--- src/rtl/clock_divider_pkg.sv ---
// -----------------------------------------------------------------------------
// clock_divider_pkg
// Shared types, limits and the configuration clamp for the multi-channel
// programmable clock divider.
//   DEFAULT_WIDTH : default ratio/high counter width of a channel
//   CFG_W         : storage width of a configuration field (widest supported)
//   MIN_RATIO     : smallest legal period in input clock cycles
//   MIN_HIGH      : smallest legal high time in input clock cycles
//   div_cfg_t     : {ratio, high} pair held in the shadow and active registers
//   clamp_t       : clamp result, the legalised config plus an error flag
//   clamp_cfg()   : legalises a raw config before it becomes active
// -----------------------------------------------------------------------------
package clock_divider_pkg;

  localparam int DEFAULT_WIDTH = 32;

  // Configuration fields are stored at this width. Channels narrower than
  // this zero-extend their inputs, which cannot overflow because the counter
  // never runs past ratio-1.
  localparam int CFG_W = 32;

  localparam logic [CFG_W-1:0] MIN_RATIO = CFG_W'(2);
  localparam logic [CFG_W-1:0] MIN_HIGH  = CFG_W'(1);

  typedef struct packed {
    logic [CFG_W-1:0] ratio;
    logic [CFG_W-1:0] high;
  } div_cfg_t;

  typedef struct packed {
    div_cfg_t cfg;
    logic     err;
  } clamp_t;

  // Configuration used after reset for both shadow and active registers.
  localparam div_cfg_t RESET_CFG = '{ratio: MIN_RATIO, high: MIN_HIGH};

  // The ratio is fixed first, so the high-time limit is checked against the
  // legal period rather than the raw one. A raw ratio of 0 therefore never
  // produces ratio-1 wrap-around downstream.
  function automatic clamp_t clamp_cfg(input div_cfg_t raw);
    clamp_t res;
    res.cfg = raw;
    res.err = 1'b0;
    if (raw.ratio < MIN_RATIO) begin
      res.cfg.ratio = MIN_RATIO;
      res.err       = 1'b1;
    end
    if (raw.high < MIN_HIGH) begin
      res.cfg.high = MIN_HIGH;
      res.err      = 1'b1;
    end
    if (res.cfg.high >= res.cfg.ratio) begin
      res.cfg.high = res.cfg.ratio - CFG_W'(1);
      res.err      = 1'b1;
    end
    return res;
  endfunction

endpackage

--- src/rtl/clock_divider_channel.sv ---
// -----------------------------------------------------------------------------
// clock_divider_channel
// One independent divider channel: period counter, shadow and active
// configuration, pending flag and registered outputs.
//   clk      in   fast input clock, all logic on posedge
//   rst_n    in   asynchronous active-low reset
//   enable   in   run enable for this channel
//   load     in   strobe: capture ratio/high into the shadow register
//   ratio    in   WIDTH  period in clk cycles
//   high     in   WIDTH  clk_out high time in clk cycles
//   sync_all in   restart this channel at a period start (only while enabled)
//   clk_out  out  divided clock, registered
//   tick     out  one-cycle pulse on the first cycle of every period
//   pending  out  shadow holds a config that has not yet been applied
//   cfg_err  out  sticky: the last applied config needed clamping
//
// Load strobe: load is a single-cycle capture with no back-pressure. Every
// cycle it is high, the slice is written into the shadow (last write wins)
// and pending is set; the shadow reaches the active config only at a period
// boundary, which keeps the output free of runt pulses.
// -----------------------------------------------------------------------------
module clock_divider_channel
  import clock_divider_pkg::*;
#(
  parameter int WIDTH = DEFAULT_WIDTH
) (
  input  logic             clk,
  input  logic             rst_n,
  input  logic             enable,
  input  logic             load,
  input  logic [WIDTH-1:0] ratio,
  input  logic [WIDTH-1:0] high,
  input  logic             sync_all,
  output logic             clk_out,
  output logic             tick,
  output logic             pending,
  output logic             cfg_err
);

  logic [CFG_W-1:0] counter;
  logic [CFG_W-1:0] next_count;
  div_cfg_t         shadow;
  div_cfg_t         active;
  div_cfg_t         load_cfg;
  clamp_t           applied;

  // Remembers that enable was sampled high on the previous edge, so the
  // first enabled edge (after a disable or a reset) can be recognised.
  logic running;

  logic start;
  logic period_end;
  logic boundary;
  logic apply;

  always_comb begin
    load_cfg.ratio = CFG_W'(ratio);
    load_cfg.high  = CFG_W'(high);
  end

  // active.ratio is always >= MIN_RATIO, so ratio-1 cannot wrap.
  assign start      = enable & ~running;
  assign period_end = (counter == active.ratio - CFG_W'(1));
  assign boundary   = enable & (start | period_end | sync_all);
  assign apply      = boundary & (pending | start);
  assign next_count = counter + CFG_W'(1);
  assign applied    = clamp_cfg(shadow);

  always_ff @(posedge clk or negedge rst_n) begin
    if (!rst_n) begin
      counter <= '0;
      running <= 1'b0;
      shadow  <= RESET_CFG;
      active  <= RESET_CFG;
      pending <= 1'b0;
      cfg_err <= 1'b0;
      clk_out <= 1'b0;
      tick    <= 1'b0;
    end else begin
      running <= enable;

      if (!enable) begin
        counter <= '0;
        clk_out <= 1'b0;
        tick    <= 1'b0;
      end else if (boundary) begin
        counter <= '0;
        clk_out <= 1'b1;
        tick    <= 1'b1;
        if (apply) begin
          active  <= applied.cfg;
          cfg_err <= applied.err;
        end
      end else begin
        counter <= next_count;
        tick    <= 1'b0;
        // Output reflects the counter value being entered on this edge.
        clk_out <= (next_count < active.high);
      end

      // A load coinciding with a boundary wins over the clear: the boundary
      // has just consumed the old shadow, the new slice waits for the next one.
      if (load) begin
        shadow  <= load_cfg;
        pending <= 1'b1;
      end else if (apply) begin
        pending <= 1'b0;
      end
    end
  end

endmodule

--- src/rtl/clock_divider_multi.sv ---
// -----------------------------------------------------------------------------
// clock_divider_multi
// Multi-channel programmable clock divider. Each channel has a runtime ratio
// and high time that take effect only at a period boundary, plus a
// period-start tick. Channels are fully independent apart from syncAll.
//   clkIn    in   1               fast clock, all logic on posedge
//   reset    in   1               asynchronous active-low reset
//   enable   in   CHANNELS        per-channel run enable
//   load     in   CHANNELS        per-channel shadow capture strobe
//   ratio    in   CHANNELS*WIDTH  period, channel i = [i*WIDTH +: WIDTH]
//   high     in   CHANNELS*WIDTH  high time, same slicing
//   syncAll  in   1               restart every enabled channel
//   clkOut   out  CHANNELS        divided outputs, registered
//   tick     out  CHANNELS        first-cycle-of-period pulses
//   pending  out  CHANNELS        shadow captured, not yet applied
//   cfgErr   out  CHANNELS        sticky clamp indication
// -----------------------------------------------------------------------------
module clock_divider_multi
  import clock_divider_pkg::*;
#(
  parameter int CHANNELS = 4,
  parameter int WIDTH    = DEFAULT_WIDTH
) (
  input  logic                      clkIn,
  input  logic                      reset,
  input  logic [CHANNELS-1:0]       enable,
  input  logic [CHANNELS-1:0]       load,
  input  logic [CHANNELS*WIDTH-1:0] ratio,
  input  logic [CHANNELS*WIDTH-1:0] high,
  input  logic                      syncAll,
  output logic [CHANNELS-1:0]       clkOut,
  output logic [CHANNELS-1:0]       tick,
  output logic [CHANNELS-1:0]       pending,
  output logic [CHANNELS-1:0]       cfgErr
);

  for (genvar i = 0; i < CHANNELS; i++) begin : g_ch
    clock_divider_channel #(
      .WIDTH (WIDTH)
    ) u_channel (
      .clk      (clkIn),
      .rst_n    (reset),
      .enable   (enable[i]),
      .load     (load[i]),
      .ratio    (ratio[i*WIDTH +: WIDTH]),
      .high     (high[i*WIDTH +: WIDTH]),
      .sync_all (syncAll),
      .clk_out  (clkOut[i]),
      .tick     (tick[i]),
      .pending  (pending[i]),
      .cfg_err  (cfgErr[i])
    );
  end

endmodule

--- config.mk ---
export PLATFORM = sky130hd
export DESIGN_NAME = clock_divider_multi
export DESIGN_NICKNAME = d
export VERILOG_FILES = /design/src/rtl/clock_divider_pkg.sv /design/src/rtl/clock_divider_channel.sv /design/src/rtl/clock_divider_multi.sv
export SDC_FILE = /design/constraint.sdc
export NUM_CORES = 2
export LEC_CHECK = 0
export ABC_AREA = 1
export BUFFER_PORTS_ARGS = -buffer_cell sky130_fd_sc_hd__buf_2
export CORE_UTILIZATION = 39
export CTS_CLUSTER_DIAMETER = 80
export DETAILED_ROUTE_END_ITERATION = 6
export HOLD_SLACK_MARGIN = 0.15
export PLACE_DENSITY = 0.65
export SYNTH_ARGS = -nofsm -noshare
export SYNTH_HDL_FRONTEND = slang
export SYNTH_HIERARCHICAL = 1
export SYNTH_SLANG_ARGS = --single-unit
--- constraint.sdc ---
create_clock -name clkIn -period 3 [get_ports clkIn]
set_input_delay 0.45 -clock clkIn [delete_from_list [all_inputs] [get_ports clkIn]]
set_output_delay 0.45 -clock clkIn [all_outputs]
set_load 0.02 [all_outputs]
=== After elaboration in Yosys (flattened, before gate mapping) ===
Index checks and enable logic that the tools add are counted.

* Add/sub/neg operators: 12
* Magnitude comparators: 16
* Equality and inequality tests: 4
* Multiplexer cells: 48
* Bitwise logic cells: 28
* Reductions and logical operators: 8

{| class="wikitable"
|+ Operators by type and width
! cell !! count
|-
| $mux W32 || 12
|-
| $mux W33 || 8
|-
| $sub A32 B1 Y32 const B || 8
|-
| $add A32 B1 Y32 const B || 4
|-
| $eq A32 B32 Y1 || 4
|-
| $ge A32 B32 Y1 || 4
|-
| $lt A32 B1 Y1 const B || 4
|-
| $lt A32 B2 Y1 const B || 4
|-
| $lt A32 B32 Y1 || 4
|-
| $mux W1 || 28
|-
| $and A1 B1 Y1 || 12
|-
| $or A1 B1 Y1 || 12
|-
| $reduce_and A3 Y1 || 4
|-
| $reduce_bool A2 Y1 || 4
|-
| $not A1 Y1 || 4
|}

* Bits in registers: 660
* Bits of input ports: 267
* Output and inout bits: 16
* Logic and storage cells: 156

=== Longest topological paths before layout ===
* Depth after elaboration: 8
* Depth in mapped cells: 24
* Gate-level depth less buffers: 23

=== Cells and area by module ===
Netlist, hierarchy kept.

{| class="wikitable"
|+ Modules (own cells, without submodules)
! module !! times used !! cells an instance !! area each (um^2) !! sequential area each (um^2)
|-
| clock_divider_channel at g_ch[0].u_channel ... || 2 || 1604 || 11202.0 || 4134.0
|-
| clock_divider_channel at g_ch[3].u_channel || 1 || 1612 || 11240.8 || 4134.0
|-
| clock_divider_channel at g_ch[1].u_channel || 1 || 1603 || 11175.7 || 4134.0
|}

=== Least setup slack after synthesis ===
Ideal clock, no wire load.

* Kind: reg2reg
* Start point: reg g_ch[3].u_channel.counter[0]
* End point: reg g_ch[3].u_channel.clk_out
* Library setup time: 0.118 ns
* Arrival time: 2.776 ns
* Required time: 2.882 ns
* Slack: 0.106 ns
* Stages on the path, launching flop included: 22
* Path buffers: 0
* Cell sequence: dfrtp_1 ha_1 nand2_1 nor2_1 nand2_1 nor2_1 nand2_1 nor4_1 nand2_1 nor2_1 xor2_1 inv_1 ha_1 nand2_1 inv_1 nand3_1 nor4_1 inv_1 nor4_1 o21ai_0 nand2_1 nand2_1

* Longest elaborated chain between the ends: 6

{| class="wikitable"
|+ RTL lines
! element !! RTL line !! source
|-
| start: declaration || clock_divider_channel.sv:40 || <nowiki>logic [CFG_W-1:0] counter;</nowiki>
|-
| start signal: assignment || clock_divider_channel.sv:95 || <nowiki>counter <= next_count;</nowiki>
|-
| branches (longest 4 deep; another with $add A32 B1 Y32) || n/a ||
|-
| $mux W1 * || clock_divider_channel.sv:86 || <nowiki>end else if (boundary) begin</nowiki>
|-
| $mux W1 * || clock_divider_channel.sv:82 || <nowiki>if (!enable) begin</nowiki>
|-
| end signal: assignment || clock_divider_channel.sv:98 || <nowiki>clk_out <= (next_count < active.high);</nowiki>
|-
| end: declaration || clock_divider_channel.sv:34 || <nowiki>output logic clk_out,</nowiki>
|}

Every way passes the cells marked *.
A chain may end at the register's enable or synchronous reset.

=== Worst setup path after layout ===
* Start point: reg g_ch[0].u_channel/shadow[53] (netlist bit)
* End point: reg g_ch[0].u_channel/active[17] (netlist bit)

* Longest elaborated chain between the ends: 4

{| class="wikitable"
|+ RTL lines
! element !! RTL line !! source
|-
| start: declaration || clock_divider_channel.sv:42 || <nowiki>div_cfg_t shadow;</nowiki>
|-
| start signal: assignment || clock_divider_channel.sv:104 || <nowiki>shadow <= load_cfg;</nowiki>
|-
| $lt A32 B2 Y1 || clock_divider_pkg.sv:45 || <nowiki>if (raw.ratio < MIN_RATIO) begin</nowiki>
|-
| $mux W32 * || clock_divider_pkg.sv:45 ||
|-
| $sub A32 B1 Y32 or $ge A32 B32 Y1 (tied branches) || clock_divider_pkg.sv:54, clock_divider_pkg.sv:53 ||
|-
| $mux W33 * || clock_divider_pkg.sv:53 || <nowiki>if (res.cfg.high >= res.cfg.ratio) begin</nowiki>
|-
| end signal: assignment || clock_divider_channel.sv:91 || <nowiki>active <= applied.cfg;</nowiki>
|-
| end: declaration || clock_divider_channel.sv:43 || <nowiki>div_cfg_t active;</nowiki>
|}

Mark *: on every way between the ends. The rest lies on a longest branch, timed or not.

==> metrics.md <==
| Metric | Value |
|---|---|
| Worst Tran Pin Value | `750 ps` |
| Placer Congestion | `0.939` |
| Final number of hold-violating endpoints | `0` |
| Avg Cell Area, Syn | `between 6 and 7 sq um` |
| Die area | `0.116 sq mm` |
| Period Utilization, post-route | `1.03` |
| Core area | `0.114 sq mm` |
| WP data required | `3590 ps` |
| Slowest CP cell | `dfrtp_1` |
| Largest cells by area after synthesis | `dfrtp_1 (36%), nand2_1 (16%), ha_1 (7.4%)` |
| Share of Yosys cell area claimed by the top area cell type | `0.360` |
| Hold crit path type | `input port to flip-flop` |
| Global Route Usage Sum | `0.241` |
| Worst Setup SP | `g_ch[0].u_channel/shadow[53]$_DFFE_PN0P_` |
| WP buf/inv | `5` |
| Cell Area, Synth | `0.0448 sq mm` |
| Yosys cell types | `43` |
| Total vias in the final route | `45100` |
| Clk_skew | `50.8 ps` |
| Number of DRC markers in iteration 0 | `3100` |
| Antenna violations before repair | `4` |
| Die Ht | `341 um` |
| DP Wirelength | `106000 um` |
| DRC Markers | `0` |
| Max H-tree Level | `3` |
| Tmin final | `3090 ps` |
| Yosys reg bits | `660` |
| Post-Place Cells | `8459` |
| Post-synth EDFFs | `0` |
| MaxCap Viol Count | `0` |
| Syn Nets | `around 7000` |
| PortBufs | `282` |
| Top FF cell, synth | `dfrtp_1` |
| CTS sink cnt | `660` |
| Worst skew pair latency | `about 680 ps` |
| CP cell instances | `nor2_2 -> inv_1 -> nor2_2 -> nand2_1 -> nor2_1 -> buf_4 -> nand2_8 -> nand2_4 -> inv_4 -> ha_4 -> a21oi_4 -> o21ai_2 -> nand2_1 -> nand2_2 -> nand2_1 -> nand2_1 -> nand2_2 -> nand3_4 -> buf_12 -> buf_16 -> nand3_2 -> nand2_2 -> nand4_1 -> nand2_1` |
| Area delta synth->final | `32.9%` |
| CTS tree | `done` |
| Flop-to-flop setup slack | `-90 ps` |
| Fin nets | `a little under 8000` |
| Worst r2r dst | `g_ch[0].u_channel/active[17]$_DFFE_PN0P_` |
| Status | `complete, but fails checks` |
| Fmax | `approximately 320 MHz` |
| Final Setup Violations | `26` |
| PwrDens | `502 mW/mm^2` |
| Crit-path most repeated cell | `nand2_1` |
| VDD IR-drop max | `0.474 mV` |
| Critical path arrival | `3680 ps` |
| Worst setup EP type | `flip-flop` |
| Post-Syn Instances | `6423` |
| CTS buffer count | `82` |
| Cell taking the most area after synthesis | `dfrtp_1` |
| Worst slack, placed | `-338 ps` |
| Fraction of layout cells with a size suffix above 1 | `0.205` |
| Avg Vias per Cell | `approximately 5` |
| Crit-path max FO | `6` |
| Min-Delay Endpoint | `g_ch[3].u_channel/shadow[32]$_DFFE_PN0P_` |
| Failing checks | `negative setup slack` |
| WL per Instance | `16.3 um` |
| R2R Path Start | `g_ch[0].u_channel/shadow[53]$_DFFE_PN0P_` |
| Seq/Total Area, Yosys | `0.369` |
| Largest net degree at the start of global routing | `between 90 and 100` |
| Num rows | `between 100 and 150` |
| Ys Warns | `6` |
| R2R depth | `24` |
| Number of buffers on the longest clock path | `3` |
| Total Routed Length | `146000 um` |
| Ant diodes | `0` |
| Total power | `29.9 mW` |
| Async SR Flop Fraction | `1.00` |
| Initial core utilization | `0.393` |
| First-pass DRT Iterations | `6` |
| Max incr delay on CP | `a little under 400 ps` |
| Hold wc startpoint | `load[3]` |
| RSZ-0062 raised after global routing | `true` |
| Wire length of the first global-routing pass | `227000 um` |
| Number of I/O pins | `283` |
| Clock transition at the registers of the reported paths | `60 ps` |
| Critical path launch point type | `flip-flop` |
| Crit path kind | `flip-flop to flip-flop` |
| Design area | `0.0596 sq mm` |
| Final Max Tran Viols | `0` |
| Vias in the first global route | `about 44000` |
| Final WS setup | `-92.0 ps` |
| Die X | `around 340 um` |
| Root Driver | `clkbuf_16` |
| Delay-heaviest family, CP | `simple AND/OR/NAND/NOR gates` |
| Leak | `31.0 nW` |
| Routed Antenna Nets | `0` |
| Area post-placement | `0.0514 sq mm` |
| Slew HR | `0.500` |
| Hold Path Depth | `3` |
| Post-route insts no fill | `8975` |
| Total grt overflow | `0` |
==> worst max-delay path by stage <==
stage | slack (ps) | to | cells after the start
CTS | -40 | g_ch[3].u_channel/clk_out$_DFF_PN0_ | 20
detailed placement | -340 | g_ch[2].u_channel/clk_out$_DFF_PN0_ | 18
finish | -90 | g_ch[0].u_channel/active[17]$_DFFE_PN0P_ | 24
floorplan | 110 | g_ch[3].u_channel/clk_out$_DFF_PN0_ | 21
global placement | -350 | g_ch[3].u_channel/clk_out$_DFF_PN0_ | 23
global route | -330 | g_ch[2].u_channel/clk_out$_DFF_PN0_ | 17
==> through the flow <==
stage	util	hold slack, ps	TNS, ps
global route	0.522	209	-9490
finish	0.522	202	-1100
floorplan	-	154	0
CTS	0.504	153	-85.2
detailed placement	0.450	458	-8040
global placement	0.450	451	-2790
==> state kept, by name (all words and copies together) (netlist names) <==
register / count
g_ch.u_channel/shadow: 256
g_ch.u_channel/active: 256
g_ch.u_channel/clk_out: 4
g_ch.u_channel/tick: 4
g_ch.u_channel/counter: 128
g_ch.u_channel/running: 4
g_ch.u_channel/cfg_err: 4
g_ch.u_channel/pending: 4
==> worst min-delay path, cell delays in order <==
cell	delay (ps)
buf_4	210
nand2_1	80
o21ai_0	70
==> what timing repair did <==
| action | CTS | global route |
|---|---|---|
| gates cloned | 5 | 13 |
| setup endpoints to repair | 95 | 267 |
| endpoints found under the hold margin | 318 | 0 |
| gates resized for setup | 120 | 395 |
| hold buffers | 269 | 0 |
| setup buffers | 35 | 51 |
| pin swaps | 41 | 172 |
==> routing by layer <==
layer / global-route usage / part of all wire / up-vias
met5: 0 / 0.00029 / -
met3: 0.0301 / 0.048 / 367
li1: - / - / 22300
met1: 0.315 / 0.44 / 21000
met2: 0.402 / 0.47 / 1364
met4: 0.0992 / 0.043 / 6
==> report_power, final <==
part           internal (mW)  total (mW)  switching (mW)  leakage [nW]
registers               10.0        11.0           0.978          8.32
logic                   3.69        8.79            5.11          21.3
clock network           5.94        10.1            4.19          1.35
==> cell families (layout without fill, tap and decap cells) <==
kind of cell,Yosys count,after routing,share of synthesized area
simple gates,3403,3403,0.323
compound gates,592,592,0.0691
fa+ha+maj,264,264,0.0737
buf+inv,1196,2236,0.105
flops,660,660,0.369
xor+xnor,308,308,0.0602
==> layout make-up <==
| cell class | instances | area, sq um |
|---|---|---|
| clock buffer | 110 | 2330 |
| clock inverter | 35 | 434 |
| fill | 10600 | 54600 |
| inverter | 852 | 3210 |
| multi-input combinational | 4567 | 25200 |
| sequential | 660 | 16500 |
| tap | 1512 | 1890 |
| timing repair buffer | 1239 | 10000 |
==> layout by cell type (no fill, tap or decap), types with 15 or more instances in the layout <==
master / n
inv_2: 50
clkbuf_16: 94
nor4_1: 15
nand3_2: 21
buf_6: 17
ha_1: 242
buf_12: 27
o21ai_1: 51
or2_2: 18
nand2_4: 34
nand2_2: 68
o21ai_2: 26
inv_1: 794
nor2_1: 631
xor2_1: 225
nor2_2: 65
dlygate4sd3_1: 269
nor2_4: 27
nor3_2: 24
nand3_1: 212
nor3_1: 58
buf_4: 628
a21oi_1: 110
xnor2_1: 72
dfstp_2: 16
o21ai_0: 342
nand2_1: 1806
clkbuf_8: 17
dfrtp_1: 644
nand4_1: 374
buf_2: 277
ha_4: 16
==> Yosys cell counts (75+ instances only) <==
master	count
xnor2_1	75
nand3_1	237
nand2_1	1897
clkbuf_1	269
o21ai_0	415
inv_1	833
nor2_1	699
a21oi_1	118
nor3_1	84
dfrtp_1	644
xor2_1	233
ha_1	264
nand4_1	374
No activity file was read; power rests on OpenSTA's default activity.
